===== src/rtl/keypad_pkg.sv =====
// rtl/keypad_pkg.sv - shared keypad types, dimensions and row/column to hex key map
package keypad_pkg;

    localparam int NUM_ROWS = 4;
    localparam int NUM_COLS = 4;

    typedef enum logic [1:0] {
        SCAN,
        PRESS_DB,
        HELD,
        REL_DB
    } kp_state_e;

    // Entry {r, c}: row 0 is the top row "1 2 3 A", row 3 is "0 F E D".
    localparam logic [15:0][3:0] KEY_MAP = {
        4'hD, 4'hE, 4'hF, 4'h0,
        4'hC, 4'h9, 4'h8, 4'h7,
        4'hB, 4'h6, 4'h5, 4'h4,
        4'hA, 4'h3, 4'h2, 4'h1
    };

    function automatic logic [3:0] key_code(input logic [1:0] r, input logic [1:0] c);
        return KEY_MAP[{r, c}];
    endfunction

endpackage


===== src/rtl/scan_tick_gen.sv =====
// rtl/scan_tick_gen.sv - dwell counter giving a column-advance and a settled-sample strobe
module scan_tick_gen #(
    parameter int DIV    = 50000,
    parameter int SETTLE = 8
) (
    input  logic clk,
    input  logic rst,
    output logic col_adv,
    output logic sample_en
);
    localparam int W = (DIV > 1) ? $clog2(DIV) : 1;

    logic [W-1:0] cnt_q, cnt_d;

    always_comb begin
        cnt_d = cnt_q + 1'b1;
        if (cnt_q == W'(DIV - 1)) begin
            cnt_d = '0;
        end
    end

    always_ff @(posedge clk) begin
        if (rst) begin
            cnt_q <= '0;
        end else begin
            cnt_q <= cnt_d;
        end
    end

    assign col_adv   = (cnt_q == W'(DIV - 1));
    assign sample_en = (cnt_q == W'(SETTLE));

endmodule


===== src/rtl/keypad_scan_debounce.sv =====
// rtl/keypad_scan_debounce.sv - 4x4 keypad column scan, single-key debounce and hex encode
// Auto-repeat strobes while a key is held are built only with KEYPAD_AUTO_REPEAT_EN.
module keypad_scan_debounce
    import keypad_pkg::*;
#(
    parameter int SCAN_DIV   = 50000,
    parameter int SETTLE     = 8,
    parameter int DEBOUNCE_N = 20,
    parameter int REPEAT_N   = 500
) (
    input  logic                clk,
    input  logic                rst,
    output logic [NUM_COLS-1:0] col,
    input  logic [NUM_ROWS-1:0] row,
    output logic [3:0]          key,
    output logic                key_valid,
    output logic                key_held,
    output logic                multi_err
);
    localparam int DBW = (DEBOUNCE_N > 2) ? $clog2(DEBOUNCE_N) : 1;
    localparam logic [DBW-1:0] DB_LAST = DBW'(DEBOUNCE_N - 2);

    if (SCAN_DIV < 4 || SETTLE >= SCAN_DIV || DEBOUNCE_N < 2 || REPEAT_N < 1) begin : g_bad_params
        $error("keypad_scan_debounce: illegal parameter set");
    end

    logic col_adv, sample_en;

    scan_tick_gen #(
        .DIV    (SCAN_DIV),
        .SETTLE (SETTLE)
    ) u_tick (
        .clk       (clk),
        .rst       (rst),
        .col_adv   (col_adv),
        .sample_en (sample_en)
    );

    logic [NUM_ROWS-1:0] row_s1_q, row_s2_q;
    kp_state_e           state_q, state_d;
    logic [DBW-1:0]      db_cnt_q, db_cnt_d;
    logic [1:0]          cand_r_q, cand_r_d;
    logic [1:0]          col_idx_q, col_idx_d;
    logic [NUM_COLS-1:0] col_q, col_d;
    logic [3:0]          key_q, key_d;
    logic                key_valid_q, key_valid_d;
    logic                key_held_q, key_held_d;
    logic                multi_err_q, multi_err_d;
`ifdef KEYPAD_AUTO_REPEAT_EN
    localparam int RPW = (REPEAT_N > 1) ? $clog2(REPEAT_N) : 1;
    localparam logic [RPW-1:0] RPT_LAST = RPW'(REPEAT_N - 1);
    logic [RPW-1:0]      rpt_cnt_q, rpt_cnt_d;
`endif

    // A multi-row sample is flagged but otherwise looks exactly like "no key".
    logic       hit, multi;
    logic [1:0] hit_r;
    always_comb begin
        hit   = 1'b0;
        multi = 1'b0;
        hit_r = 2'd0;
        case (row_s2_q)
            4'b1111: ;
            4'b1110: begin hit = 1'b1; hit_r = 2'd0; end
            4'b1101: begin hit = 1'b1; hit_r = 2'd1; end
            4'b1011: begin hit = 1'b1; hit_r = 2'd2; end
            4'b0111: begin hit = 1'b1; hit_r = 2'd3; end
            default: multi = 1'b1;
        endcase
    end

    always_comb begin
        state_d     = state_q;
        db_cnt_d    = db_cnt_q;
        cand_r_d    = cand_r_q;
        col_idx_d   = col_idx_q;
        key_d       = key_q;
        key_valid_d = 1'b0;
        key_held_d  = key_held_q;
        multi_err_d = multi_err_q;
`ifdef KEYPAD_AUTO_REPEAT_EN
        rpt_cnt_d   = rpt_cnt_q;
`endif
        if (sample_en) begin
            if (multi) begin
                multi_err_d = 1'b1;
            end
            unique case (state_q)
                SCAN: begin
                    if (hit) begin
                        cand_r_d = hit_r;
                        db_cnt_d = '0;
                        state_d  = PRESS_DB;
                    end
                end
                PRESS_DB: begin
                    if (hit && hit_r == cand_r_q) begin
                        if (db_cnt_q == DB_LAST) begin
                            key_d       = key_code(cand_r_q, col_idx_q);
                            key_valid_d = 1'b1;
                            key_held_d  = 1'b1;
                            multi_err_d = 1'b0;
                            db_cnt_d    = '0;
                            state_d     = HELD;
`ifdef KEYPAD_AUTO_REPEAT_EN
                            rpt_cnt_d   = '0;
`endif
                        end else begin
                            db_cnt_d = db_cnt_q + 1'b1;
                        end
                    end else begin
                        state_d = SCAN;
                    end
                end
                HELD: begin
                    if (!hit) begin
                        db_cnt_d = '0;
                        state_d  = REL_DB;
                    end
`ifdef KEYPAD_AUTO_REPEAT_EN
                    else if (rpt_cnt_q == RPT_LAST) begin
                        key_valid_d = 1'b1;
                        rpt_cnt_d   = '0;
                    end else begin
                        rpt_cnt_d = rpt_cnt_q + 1'b1;
                    end
`endif
                end
                REL_DB: begin
                    if (hit) begin
                        state_d = HELD;
`ifdef KEYPAD_AUTO_REPEAT_EN
                        rpt_cnt_d = '0;
`endif
                    end else if (db_cnt_q == DB_LAST) begin
                        key_held_d = 1'b0;
                        state_d    = SCAN;
                    end else begin
                        db_cnt_d = db_cnt_q + 1'b1;
                    end
                end
                default: state_d = SCAN;
            endcase
        end
        // Rotation is frozen on the candidate column for as long as a key is being tracked.
        if (col_adv && state_d == SCAN) begin
            col_idx_d = col_idx_q + 1'b1;
        end
        col_d = ~(4'b1000 >> col_idx_d);
    end

    always_ff @(posedge clk) begin
        if (rst) begin
            row_s1_q    <= '1;
            row_s2_q    <= '1;
            state_q     <= SCAN;
            db_cnt_q    <= '0;
            cand_r_q    <= '0;
            col_idx_q   <= '0;
            col_q       <= 4'b0111;
            key_q       <= 4'h0;
            key_valid_q <= 1'b0;
            key_held_q  <= 1'b0;
            multi_err_q <= 1'b0;
`ifdef KEYPAD_AUTO_REPEAT_EN
            rpt_cnt_q   <= '0;
`endif
        end else begin
            row_s1_q    <= row;
            row_s2_q    <= row_s1_q;
            state_q     <= state_d;
            db_cnt_q    <= db_cnt_d;
            cand_r_q    <= cand_r_d;
            col_idx_q   <= col_idx_d;
            col_q       <= col_d;
            key_q       <= key_d;
            key_valid_q <= key_valid_d;
            key_held_q  <= key_held_d;
            multi_err_q <= multi_err_d;
`ifdef KEYPAD_AUTO_REPEAT_EN
            rpt_cnt_q   <= rpt_cnt_d;
`endif
        end
    end

    assign col       = col_q;
    assign key       = key_q;
    assign key_valid = key_valid_q;
    assign key_held  = key_held_q;
    assign multi_err = multi_err_q;

endmodule

===== config.mk =====
export PLATFORM = sky130hd
export DESIGN_NAME = keypad_scan_debounce
export DESIGN_NICKNAME = d
export VERILOG_FILES = /design/src/rtl/keypad_pkg.sv /design/src/rtl/scan_tick_gen.sv /design/src/rtl/keypad_scan_debounce.sv
export SDC_FILE = /design/constraint.sdc
export NUM_CORES = 1
export LEC_CHECK = 0
export CAP_MARGIN = 20
export CORE_UTILIZATION = 60
export CTS_BUF_LIST = sky130_fd_sc_hd__clkbuf_16
export DETAILED_ROUTE_END_ITERATION = 8
export DONT_BUFFER_PORTS = 1
export PLACE_DENSITY = 0.76
export RECOVER_POWER = 100
export SLEW_MARGIN = 20
export SYNTH_ARGS = -nofsm -noshare
export SYNTH_HDL_FRONTEND = slang
export SYNTH_SLANG_ARGS = --single-unit

===== constraint.sdc =====
create_clock -name clk -period 2.45 [get_ports clk]
set_input_delay 0.735 -clock clk [delete_from_list [all_inputs] [get_ports clk]]
set_output_delay 0.735 -clock clk [all_outputs]
set_load 0.02 [all_outputs]

==> parameters.txt <==
Parameter                              Value

Clock network
  Number of gates resized after cts ... 0
  Maximum number of buffers from clock root to sink ... 2
  Number of clock sinks seen by CTS ... 46
  Clock tree from TritonCTS ... built
  Postcts setup bufs ... 0
  Quantity of hold-fixing buffers added after cts ... 0
  Clk pin slew, worst setup/hold paths ... ~70 ps
  Buffer type at the clock tree root ... sky130_fd_sc_hd__clkbuf_16
  Clock latency on the worst-skew pair ... 290 ps
  Count of H-tree levels built during CTS ... 2
  TritonCTS Buffers ... 5

Finish
  Fraction of layout instances using a drive strength above 1 ... 0.129
  Final Instance Area ... 0.00254 mm^2
  Synthesis-to-finish area growth ... 7.64%
  Total Nets Final ... 276
  Antenna cells ... 0
  Fin cells ... 312
  Utilization after layout ... 0.683

Drt
  DR vias ... 1882
  Drc violations ... 0
  Post-detailed-routing wire length ... roughly 4700 um
  Count of TritonRoute iterations in the first routing pass ... 4
  Number of nets with antenna violations after routing ... 0
  Routed len/inst ... roughly 15 um
  Vias per cell ... 6.03
  DR iter-0 viols ... ~110

Power and ir drop
  Switching share of power ... 0.201
  Clock Power Share ... 0.477
  Internal Dissipation ... 1.26 mW
  Sequential share of power ... 0.487
  Leakage ... 0.911 nW
  Power per cell area ... 622 mW/mm^2
  Peak supply drop ... 461 uV
  PnR Total Power ... 1.58 mW
  Share of power burned in combinational logic ... 0.036
  Power dissipated by switching net loads ... 0.317 mW

Placed design
  Post-detail-place hpwl ... approximately 3200 um
  GP Congestion ... around 0.83
  Cells after DPL ... 304
  Placement Cell Area ... between 0.002 and 0.0025 mm^2
  Number of buffers inserted by port buffering ... 0
  Worst slack at placement ... 194 ps

Synth
  Commonest cells post-synth ... 46 x sky130_fd_sc_hd__dfxtp_1, 30 x sky130_fd_sc_hd__nor2_1, 18 x sky130_fd_sc_hd__nand2_1
  Number of synthesized flops with an enable pin ... 0
  Sequential-to-total area share from yosys stat ... 0.391
  Area contributors post-synth ... sky130_fd_sc_hd__dfxtp_1 39%, sky130_fd_sc_hd__nor2_1 4.8%, sky130_fd_sc_hd__ha_1 3.7%
  Synth top area share ... 0.391
  Post-synthesis cell type with the largest combined area ... sky130_fd_sc_hd__dfxtp_1
  Post-synthesis cell area ... 0.00236 mm^2
  Synth async-reset ratio ... 0
  Top FF cell, synth ... sky130_fd_sc_hd__dfxtp_1
  Post-Syn Instances ... about 270
  Post-synthesis average cell area ... approximately 8.9 um^2
  Most common cell in the synthesized netlist ... sky130_fd_sc_hd__dfxtp_1
  Net Count, Synth ... 278
  Synth Warn # ... 0
  Post-synthesis sequential element count ... 46
  Count of distinct cell types in the synthesized netlist ... 56

Global routing
  Global-route wire length before repair ... about 8100 um
  Total overflow reported by the global router ... 0
  Antenna violations before repair ... 0
  Largest net degree at the start of global routing ... 38
  GRT met3 Usage ... 0.0687
  Met1 Usage GRT ... 0.347
  Overall global routing resource usage ... 0.255
  Met2 track demand over resource ... 0.372
  Via count of the first global-routing pass ... about 1700
  Gr busiest metal ... met2

STA
  Post-layout min period ... about 2200 ps
  Summed negative setup slack over all endpoints ... 0 ps
  FMAX ... 0.445 GHz
  Count of endpoints failing hold in the final timing report ... 0
  Unrepaired setup endpoints after global routing ... false
  Headroom to the max-slew limit ... 0.424
  Final critical-path share of the clock period ... 0.917
  Worst slack on hold paths ... 404 ps
  Slack of the critical path ... slightly above 200 ps
  Final number of max-transition violations ... 0
  Worst-Margin Slew ... 864 ps
  Setup Skew ... 8.82 ps
  Count of final setup violators ... 0

Critical path
  Critical path data arrival time ... 2430 ps
  Classification of the worst setup path ... flop to flop
  Max FO, Critical Path ... 5
  WP data required ... roughly 2600 ps
  Crit-path cells ... inv_1, ha_1, nor4b_2, nand4_2, o41a_1, or4_1, a21o_1
  Cell with the largest stage delay on the worst path ... sky130_fd_sc_hd__or4_1
  Endpoint type of the worst setup path ... flop
  CP peak stage delay ... about 490 ps
  Kind of launch point of the worst setup path ... flop

Floorplanning
  Initial Util ... 0.634
  # IOs ... 17
  Core area ... 0.00372 mm^2
  Placement Rows ... 22
  Floorplan die area ... 0.00418 mm^2
  Width of the chip ... around 65 um
  Die height ... 64.7 um

Run
  Number of violations of the max-capacitance limit ... 0

Worst hold path
  Worst min-delay path category ... flop to flop

Status
  Result of the run ... finished, final reports clean
==> power groups by stage <==
stage | clock network (mW) | logic [mW] | registers, mW
final | 0.753 | 0.0561 | 0.768
after global placement | 0 | 0.0551 | 0.784
after global routing | 0.797 | 0.0621 | 0.769
after detailed placement | 0 | 0.0559 | 0.784
after CTS | 0.762 | 0.0568 | 0.768
after floorplan | 0 | 0.0539 | 0.780
==> layout by cell type (no fill, tap or decap), types with 5 or more instances in the layout <==
cell / instances
sky130_fd_sc_hd__nand2_1: 18
sky130_fd_sc_hd__or2_2: 8
sky130_fd_sc_hd__dfxtp_1: 46
sky130_fd_sc_hd__clkbuf_16: 5
sky130_fd_sc_hd__nand3_1: 9
sky130_fd_sc_hd__ha_1: 7
sky130_fd_sc_hd__inv_1: 14
sky130_fd_sc_hd__o21ai_0: 6
sky130_fd_sc_hd__xor2_1: 6
sky130_fd_sc_hd__a21oi_1: 16
sky130_fd_sc_hd__nor3_1: 8
sky130_fd_sc_hd__nor2_1: 30
sky130_fd_sc_hd__xnor2_1: 9
==> worst max-delay path: cells and delay by family, from the launching register on <==
kind                       cells  cell delay [ps]
buffers and inverters          1               60
and+or+nand+nor                3              960
DFF                            1              330
adders and majority gates      1              130
AOI/OAI and AO/OA              2              650
==> flip-flops by register name, summed over array words and instances, names as in the netlist <==
| register | count |
|---|---|
| u_tick.cnt_q | 16 |
| db_cnt_q | 5 |
| col | 4 |
| key | 4 |
| row_s1_q | 4 |
| row_s2_q | 4 |
| cand_r_q | 2 |
| col_idx_q | 2 |
| state_q | 2 |
| key_held | 1 |
| key_valid | 1 |
| multi_err | 1 |
==> kinds of logic (layout without fill, tap and decap cells) <==
logic type / Yosys count / count (layout) / synth area share
AND/OR/NAND/NOR: 110 / 110 / 0.273
AO/OA/AOI/OAI: 52 / 52 / 0.168
flip-flops: 46 / 46 / 0.391
buffers and inverters: 29 / 28 / 0.0488
XOR/XNOR: 15 / 15 / 0.0557
adder cells (fa/ha/maj): 8 / 8 / 0.0414
multiplexers: 5 / 5 / 0.0223
==> routing by layer <==
metal	share of wire	wire length [um]	up-vias
met5	0	0	-
met4	0.019	91	0
met3	0.037	173	9
met2	0.44	2050	29
met1	0.50	2360	901
li1	-	-	943
==> area by class of cell <==
class	count	area, um^2
Clock buffer	5	125
Clock inverter	3	40.0
Fill cell	317	1180
Inverter	14	52.6
Multi-Input combinational cell	190	1300
Sequential cell	46	921
Tap cell	48	60.1
Timing Repair Buffer	6	37.5
==> path summary, 6_finish.rpt <==
path / start / end / slack, ps / cells past startpoint
max reg2reg: u_tick.cnt_q[0] / col[2] / 200 / 7
max: u_tick.cnt_q[0] / col[2] / 200 / 7
min: row_s1_q[1] / row_s2_q[1] / 400 / 1
min reg2reg: row_s1_q[1] / row_s2_q[1] / 400 / 1
Power figures use the tool's default switching activity.
